--- src/rtl/muldiv_seq.sv ---
// muldiv_seq: sequencer for the multicycle MULT/DIV unit.
//
// Accepts a one-cycle start request and drives the unit's DivMultControl for
// exactly the iteration count of the selected operation. It then captures the
// unit result into the architectural Hi/Lo registers and pulses done. A divide
// by zero is reported as a one-cycle div_zero_exc pulse. The block also
// generates the pipeline stall for MFHI/MFLO and for new requests that arrive
// while the unit is busy.
//
// Optional feature macro: MD_EARLY_DIVZERO_EN
//   defined   : a DIV request with op_b == 0 is rejected in IDLE, and
//               div_zero_exc pulses one cycle later. The unit is never started.
//   undefined : op_b is ignored. Divide by zero is taken from md_divzero
//               after the first active edge.
//
// Ports:
//   clk          in   system clock, rising edge
//   reset        in   asynchronous active-low reset
//   start        in   request pulse from control (held until accepted)
//   op           in   0 = MULT, 1 = DIV, sampled with start
//   hilo_read    in   control wants Hi or Lo this cycle
//   op_b         in   [31:0] divisor, used only with MD_EARLY_DIVZERO_EN
//   md_hi        in   [31:0] unit Hi output
//   md_lo        in   [31:0] unit Lo output
//   md_divzero   in   unit DivZero flag
//   md_ctrl      out  [1:0] unit DivMultControl: 0 idle, 1 mult, 2 div
//   busy         out  sequencer not idle
//   stall        out  busy & (start | hilo_read), combinational
//   done         out  one-cycle pulse, Hi/Lo updated
//   div_zero_exc out  one-cycle pulse, divide by zero
//   hi           out  [31:0] architectural Hi
//   lo           out  [31:0] architectural Lo
module muldiv_seq #(
  parameter int unsigned MULT_CYCLES = 32,
  parameter int unsigned DIV_CYCLES  = 33,
  parameter int unsigned CNT_W       = 6
) (
  input  logic        clk,
  input  logic        reset,
  input  logic        start,
  input  logic        op,
  input  logic        hilo_read,
  input  logic [31:0] op_b,
  input  logic [31:0] md_hi,
  input  logic [31:0] md_lo,
  input  logic        md_divzero,
  output logic [1:0]  md_ctrl,
  output logic        busy,
  output logic        stall,
  output logic        done,
  output logic        div_zero_exc,
  output logic [31:0] hi,
  output logic [31:0] lo
);

  typedef enum logic [1:0] {
    S_IDLE,
    S_RUN,
    S_CAPTURE
  } state_e;

  localparam logic [1:0] CTRL_IDLE = 2'd0;
  localparam logic [1:0] CTRL_MULT = 2'd1;
  localparam logic [1:0] CTRL_DIV  = 2'd2;

  localparam logic [CNT_W-1:0] MULT_LAST = CNT_W'(MULT_CYCLES - 1);
  localparam logic [CNT_W-1:0] DIV_LAST  = CNT_W'(DIV_CYCLES - 1);
  localparam logic [CNT_W-1:0] DZ_COUNT  = CNT_W'(1);

  state_e            state_q, state_d;
  logic [CNT_W-1:0]  count_q, count_d;
  logic              op_q, op_d;
  logic [1:0]        ctrl_q, ctrl_d;
  logic              busy_q, busy_d;
  logic              done_q, done_d;
  logic              dz_q, dz_d;
  logic [31:0]       hi_q, hi_d;
  logic [31:0]       lo_q, lo_d;
  logic              early_dz;
  logic [CNT_W-1:0]  last_cnt;

`ifdef MD_EARLY_DIVZERO_EN
  assign early_dz = op & (op_b == '0);
`else
  logic unused_op_b;
  assign early_dz    = 1'b0;
  assign unused_op_b = ^op_b;
`endif

  assign last_cnt = op_q ? DIV_LAST : MULT_LAST;

  always_comb begin
    state_d = state_q;
    count_d = count_q;
    op_d    = op_q;
    ctrl_d  = ctrl_q;
    hi_d    = hi_q;
    lo_d    = lo_q;
    done_d  = 1'b0;
    dz_d    = 1'b0;
    case (state_q)
      S_IDLE: begin
        count_d = '0;
        ctrl_d  = CTRL_IDLE;
        if (start && early_dz) begin
          dz_d = 1'b1;
        end else if (start) begin
          op_d    = op;
          state_d = S_RUN;
          ctrl_d  = op ? CTRL_DIV : CTRL_MULT;
        end
      end
      S_RUN: begin
        count_d = count_q + 1'b1;
        // The unit raises DivZero after its first active edge, so count==1
        // is the first cycle in which the flag is meaningful.
        if (op_q && (count_q == DZ_COUNT) && md_divzero) begin
          state_d = S_IDLE;
          ctrl_d  = CTRL_IDLE;
          count_d = '0;
          dz_d    = 1'b1;
        end else if (count_q == last_cnt) begin
          state_d = S_CAPTURE;
          ctrl_d  = CTRL_IDLE;
          count_d = '0;
        end
      end
      S_CAPTURE: begin
        hi_d    = md_hi;
        lo_d    = md_lo;
        done_d  = 1'b1;
        state_d = S_IDLE;
      end
      default: begin
        state_d = S_IDLE;
        ctrl_d  = CTRL_IDLE;
        count_d = '0;
      end
    endcase
    busy_d = (state_d != S_IDLE);
  end

  always_ff @(posedge clk or negedge reset) begin
    if (!reset) begin
      state_q <= S_IDLE;
      count_q <= '0;
      op_q    <= 1'b0;
      ctrl_q  <= CTRL_IDLE;
      busy_q  <= 1'b0;
      done_q  <= 1'b0;
      dz_q    <= 1'b0;
      hi_q    <= '0;
      lo_q    <= '0;
    end else begin
      state_q <= state_d;
      count_q <= count_d;
      op_q    <= op_d;
      ctrl_q  <= ctrl_d;
      busy_q  <= busy_d;
      done_q  <= done_d;
      dz_q    <= dz_d;
      hi_q    <= hi_d;
      lo_q    <= lo_d;
    end
  end

  assign md_ctrl      = ctrl_q;
  assign busy         = busy_q;
  assign stall        = busy_q & (start | hilo_read);
  assign done         = done_q;
  assign div_zero_exc = dz_q;
  assign hi           = hi_q;
  assign lo           = lo_q;

endmodule

--- config.mk ---
export PLATFORM = sky130hd
export DESIGN_NAME = muldiv_seq
export DESIGN_NICKNAME = d
export VERILOG_FILES = /design/src/rtl/muldiv_seq.sv
export SDC_FILE = /design/constraint.sdc
export NUM_CORES = 1
export LEC_CHECK = 0
export ABC_CLOCK_PERIOD_IN_PS = 2700
export CORE_ASPECT_RATIO = 1.2
export CORE_MARGIN = 1
export CORE_UTILIZATION = 41
export DETAILED_ROUTE_END_ITERATION = 10
export PLACE_DENSITY = 0.87
export SLEW_MARGIN = 20
export SYNTH_ARGS = -nofsm -noshare
export SYNTH_HDL_FRONTEND = slang
export SYNTH_SLANG_ARGS = --single-unit
--- constraint.sdc ---
create_clock -name clk -period 2.7 [get_ports clk]
set_clock_uncertainty 0.15 [all_clocks]
set_input_delay 0.27 -clock clk [delete_from_list [all_inputs] [get_ports clk]]
set_output_delay 0.27 -clock clk [all_outputs]
set_load 0.01 [all_outputs]
==> impl_metrics.py <==
metrics = {
    "layout": {
        "diodes": 0,
        "fin_nets": 456,
        "layout-drive-gt1-share_pct": 25.2,
        "syn_to_final_growth_pct": 56.2,
        "final_area_sq_um": 4800,
    },
    "yosys": {
        "synth_top_area_share_pct": 63.5,
        "synthCells": 206,
        "ys_async_sr_fraction_pct": 100,
        "synth_common_cells": "dfrtp_1, mux2_2, nand2_1",
        "yosys.area.top_type": "dfrtp_1",
        "seq_area_frac_synth_pct": 63.5,
        "synth-seq-cells": 78,
        "syn_nets": 310,
        "synth_most_common_cell": "dfrtp_1",
        "synth_area_sq_um": 3070,
        "avgSynthCellArea_sq_um": 14.9,
        "synth_warnings": 0,
        "synth-edff-count": 0,
        "ys_dominant_reg_cell": "dfrtp_1",
        "synth.area.top_cells": "dfrtp_1, mux2_2, nand2_1, buf_4, ha_1",
        "synth.distinct_cells": 30,
    },
    "sta": {
        "hold_viol": 0,
        "tns_ns": 0,
        "fin_crit_ns": 1.89,
        "rsz0062_at_grt": "no",
        "hold_slack_ns": 0.288,
        "fmax_mhz": 528,
        "worst_pin_slew_ns": 0.478,
        "finalSetupViolCount": 0,
        "min_period_over_period_pct": 70.2,
        "drv_slew": 0,
        "max_slew_margin_pct": 67.7,
    },
    "pwr": {
        "cellPowerDensity_nw_per_um2": 604,
        "total_power_uw": 2900,
        "vdd_drop_max_mv": 0.420,
        "pwr-share-comb_pct": 19.0,
        "p_leak_uw": 0.00196,
        "netSwitchingFraction_pct": 25.5,
        "p_clk_share_pct": 33.1,
        "seqPwrFrac_pct": 47.9,
        "p_int_uw": 2160,
        "power_switching_uw": 738,
    },
    "critical_path": {
        "crit_buf_inv": 2,
        "path_cells": "clkdlybuf4s50_1 -> o21a_1 -> clkdlybuf4s50_1",
        "critPathKind": "input port to primary output",
        "cp.required_ns": 2.28,
        "slowest_delay_ns": 0.54,
        "critical_path.top_delay_family": "buffers and inverters",
        "crit_path_top_delay_cell": "clkdlybuf4s50_1",
        "worstSetupStartpointType": "input port",
        "cpMostUsedCell": "clkdlybuf4s50_1",
        "critPathArrivalTime_ns": 1.47,
        "cp-end-kind": "primary output",
        "r2r_slack_ns": 0.94,
        "crit_fanout": 5,
    },
    "detailed_routing": {
        "topRoutingLayerUsed": "met4",
        "routed_wl_um": 6790,
        "drc": 0,
        "first_pass_iters": 4,
        "wl_per_cell_um": 15.2,
        "avgViaCountPerCell": 4.91,
        "wl_met2_um": 3600,
        "dr_wl_met3_um": 487,
        "vias": 2193,
        "wl_met1_um": 2600,
        "drt_iter0_markers": 65,
        "ant_nets": 0,
    },
    "clock_network": {
        "cts_sinks": 78,
        "cts.htree.levels": 3,
        "clk_latency_ns": 0.33,
        "ctsResizeCount": 0,
        "post_cts_buffers": 0,
        "holdBufCountCts": 1,
        "cts_buffer_depth": 2,
        "cts_buffers": 9,
        "cts_root_buf": "clkbuf_8",
        "cts_tree": "yes",
        "cts.clk_slew.worst_paths_ns": 0.08,
    },
    "min_path": {
        "hold_path.class": "input port to asynchronous set/reset pin",
    },
    "placed_design": {
        "port_buffers": 139,
        "placed_area_sq_um": 4570,
        "hpwl_um": 4930,
        "finalWeightedCongestion": 0.885,
    },
    "grt": {
        "grt_max_degree": 53,
        "grt.total_usage_pct": 18.4,
        "grt_pass1_vias": 2234,
        "grt_pass1_wl_um": 10900,
        "grt_overflow": 0,
        "antenna_found_initial": 0,
    },
    "run": {
        "drv_cap": 0,
    },
    "floorplanning": {
        "die_h_um": 96.8,
        "core-area_sq_um": 7230,
        "ios": 172,
        "die_w_um": 81.0,
        "start_util_pct": 42.5,
        "rows": 34,
        "dieArea_sq_um": 7840,
    },
    "status": {
        "status": "completed",
    },
}
## cell families (layout without fill, tap and decap cells)
group	after synthesis	in the layout	share of synthesized area (%)
AOI/OAI and AO/OA	14	14	2.97
xor gates and xnor gates	1	1	0.285
adders and majority gates	2	2	0.815
buffers and inverters	12	163	2.24
DFF	78	78	63.5
muxes	65	65	23.8
and+or+nand+nor	34	34	6.31
## routing by layer
layer	up-vias	global-route usage [%]
li1	1017	-
met1	1080	20.6
met2	88	32.4
met3	8	4.53
met4	0	7.69
met5	-	0
## worst paths after layout
kind	startpoint	endpoint	depth (start not counted)
hold / removal	reset	lo[6]	2
min in group clk	hi[24]	hi[24]	1
setup / recovery	start	stall	3
setup reg to reg	count_q[0]	md_ctrl[0]	5
max in group asynchronous	reset	count_q[4]	3
hold reg to reg	hi[24]	hi[24]	1
## layout by cell type (no fill, tap or decap), types with 2 or more instances in the layout
master	n
clkdlybuf4s50_1	138
dfrtp_1	78
mux2_2	65
nand2_1	11
clkbuf_8	10
o21ai_1	5
nor2_1	5
buf_4	4
inv_1	3
nand3_2	2
nor3b_1	2
a22oi_1	2
o22ai_1	2
nand3_1	2
nand4b_1	2
ha_1	2
bufinv_16	2
## layout make-up
cell class,count,area [sq um]
well taps,90,113
inverters,3,11.3
flip-flops and latches,78,1950
multi-input cells,116,1060
clock inverters,5,81.3
clock buffers,11,141
repair buffers,144,1440
fillers,554,2430
## stage by stage
step	utilization [%]	cells	setup WS, ns
6_report	66.3	447	0.805
5_1_grt	66.3	447	0.761
4_1_cts	66.3	447	0.799
3_5_place_dp	63.1	430	0.799
3_3_place_gp	63.1	430	0.796
2_1_floorplan	-	206	1.14
## worst reg2reg max path: cells and delay by family (launching register included)
| kind | cells | cell delay [ns] |
|---|---|---|
| AND/OR/NAND/NOR | 2 | 0.40 |
| flip-flops | 1 | 0.45 |
| adder cells (fa/ha/maj) | 1 | 0.21 |
| AO/OA/AOI/OAI | 2 | 0.47 |
## power groups by stage
stage                     Combinational (uW)  Clock [uW]  Sequential [uW]
after global placement                   540           0             1400
after detailed placement                 554           0             1410
after global routing                     600        1030             1410
after floorplan                          200           0             1430
after CTS                                557         988             1390
final                                    551         958             1390
## sequential cells by signal, summed over array words and instances, names as in the netlist
signal	flops
hi	32
lo	32
count_q	6
md_ctrl	2
state_q	2
busy	1
div_zero_exc	1
done	1
op_q	1
Note: power is estimated with default switching activity, not from simulation.
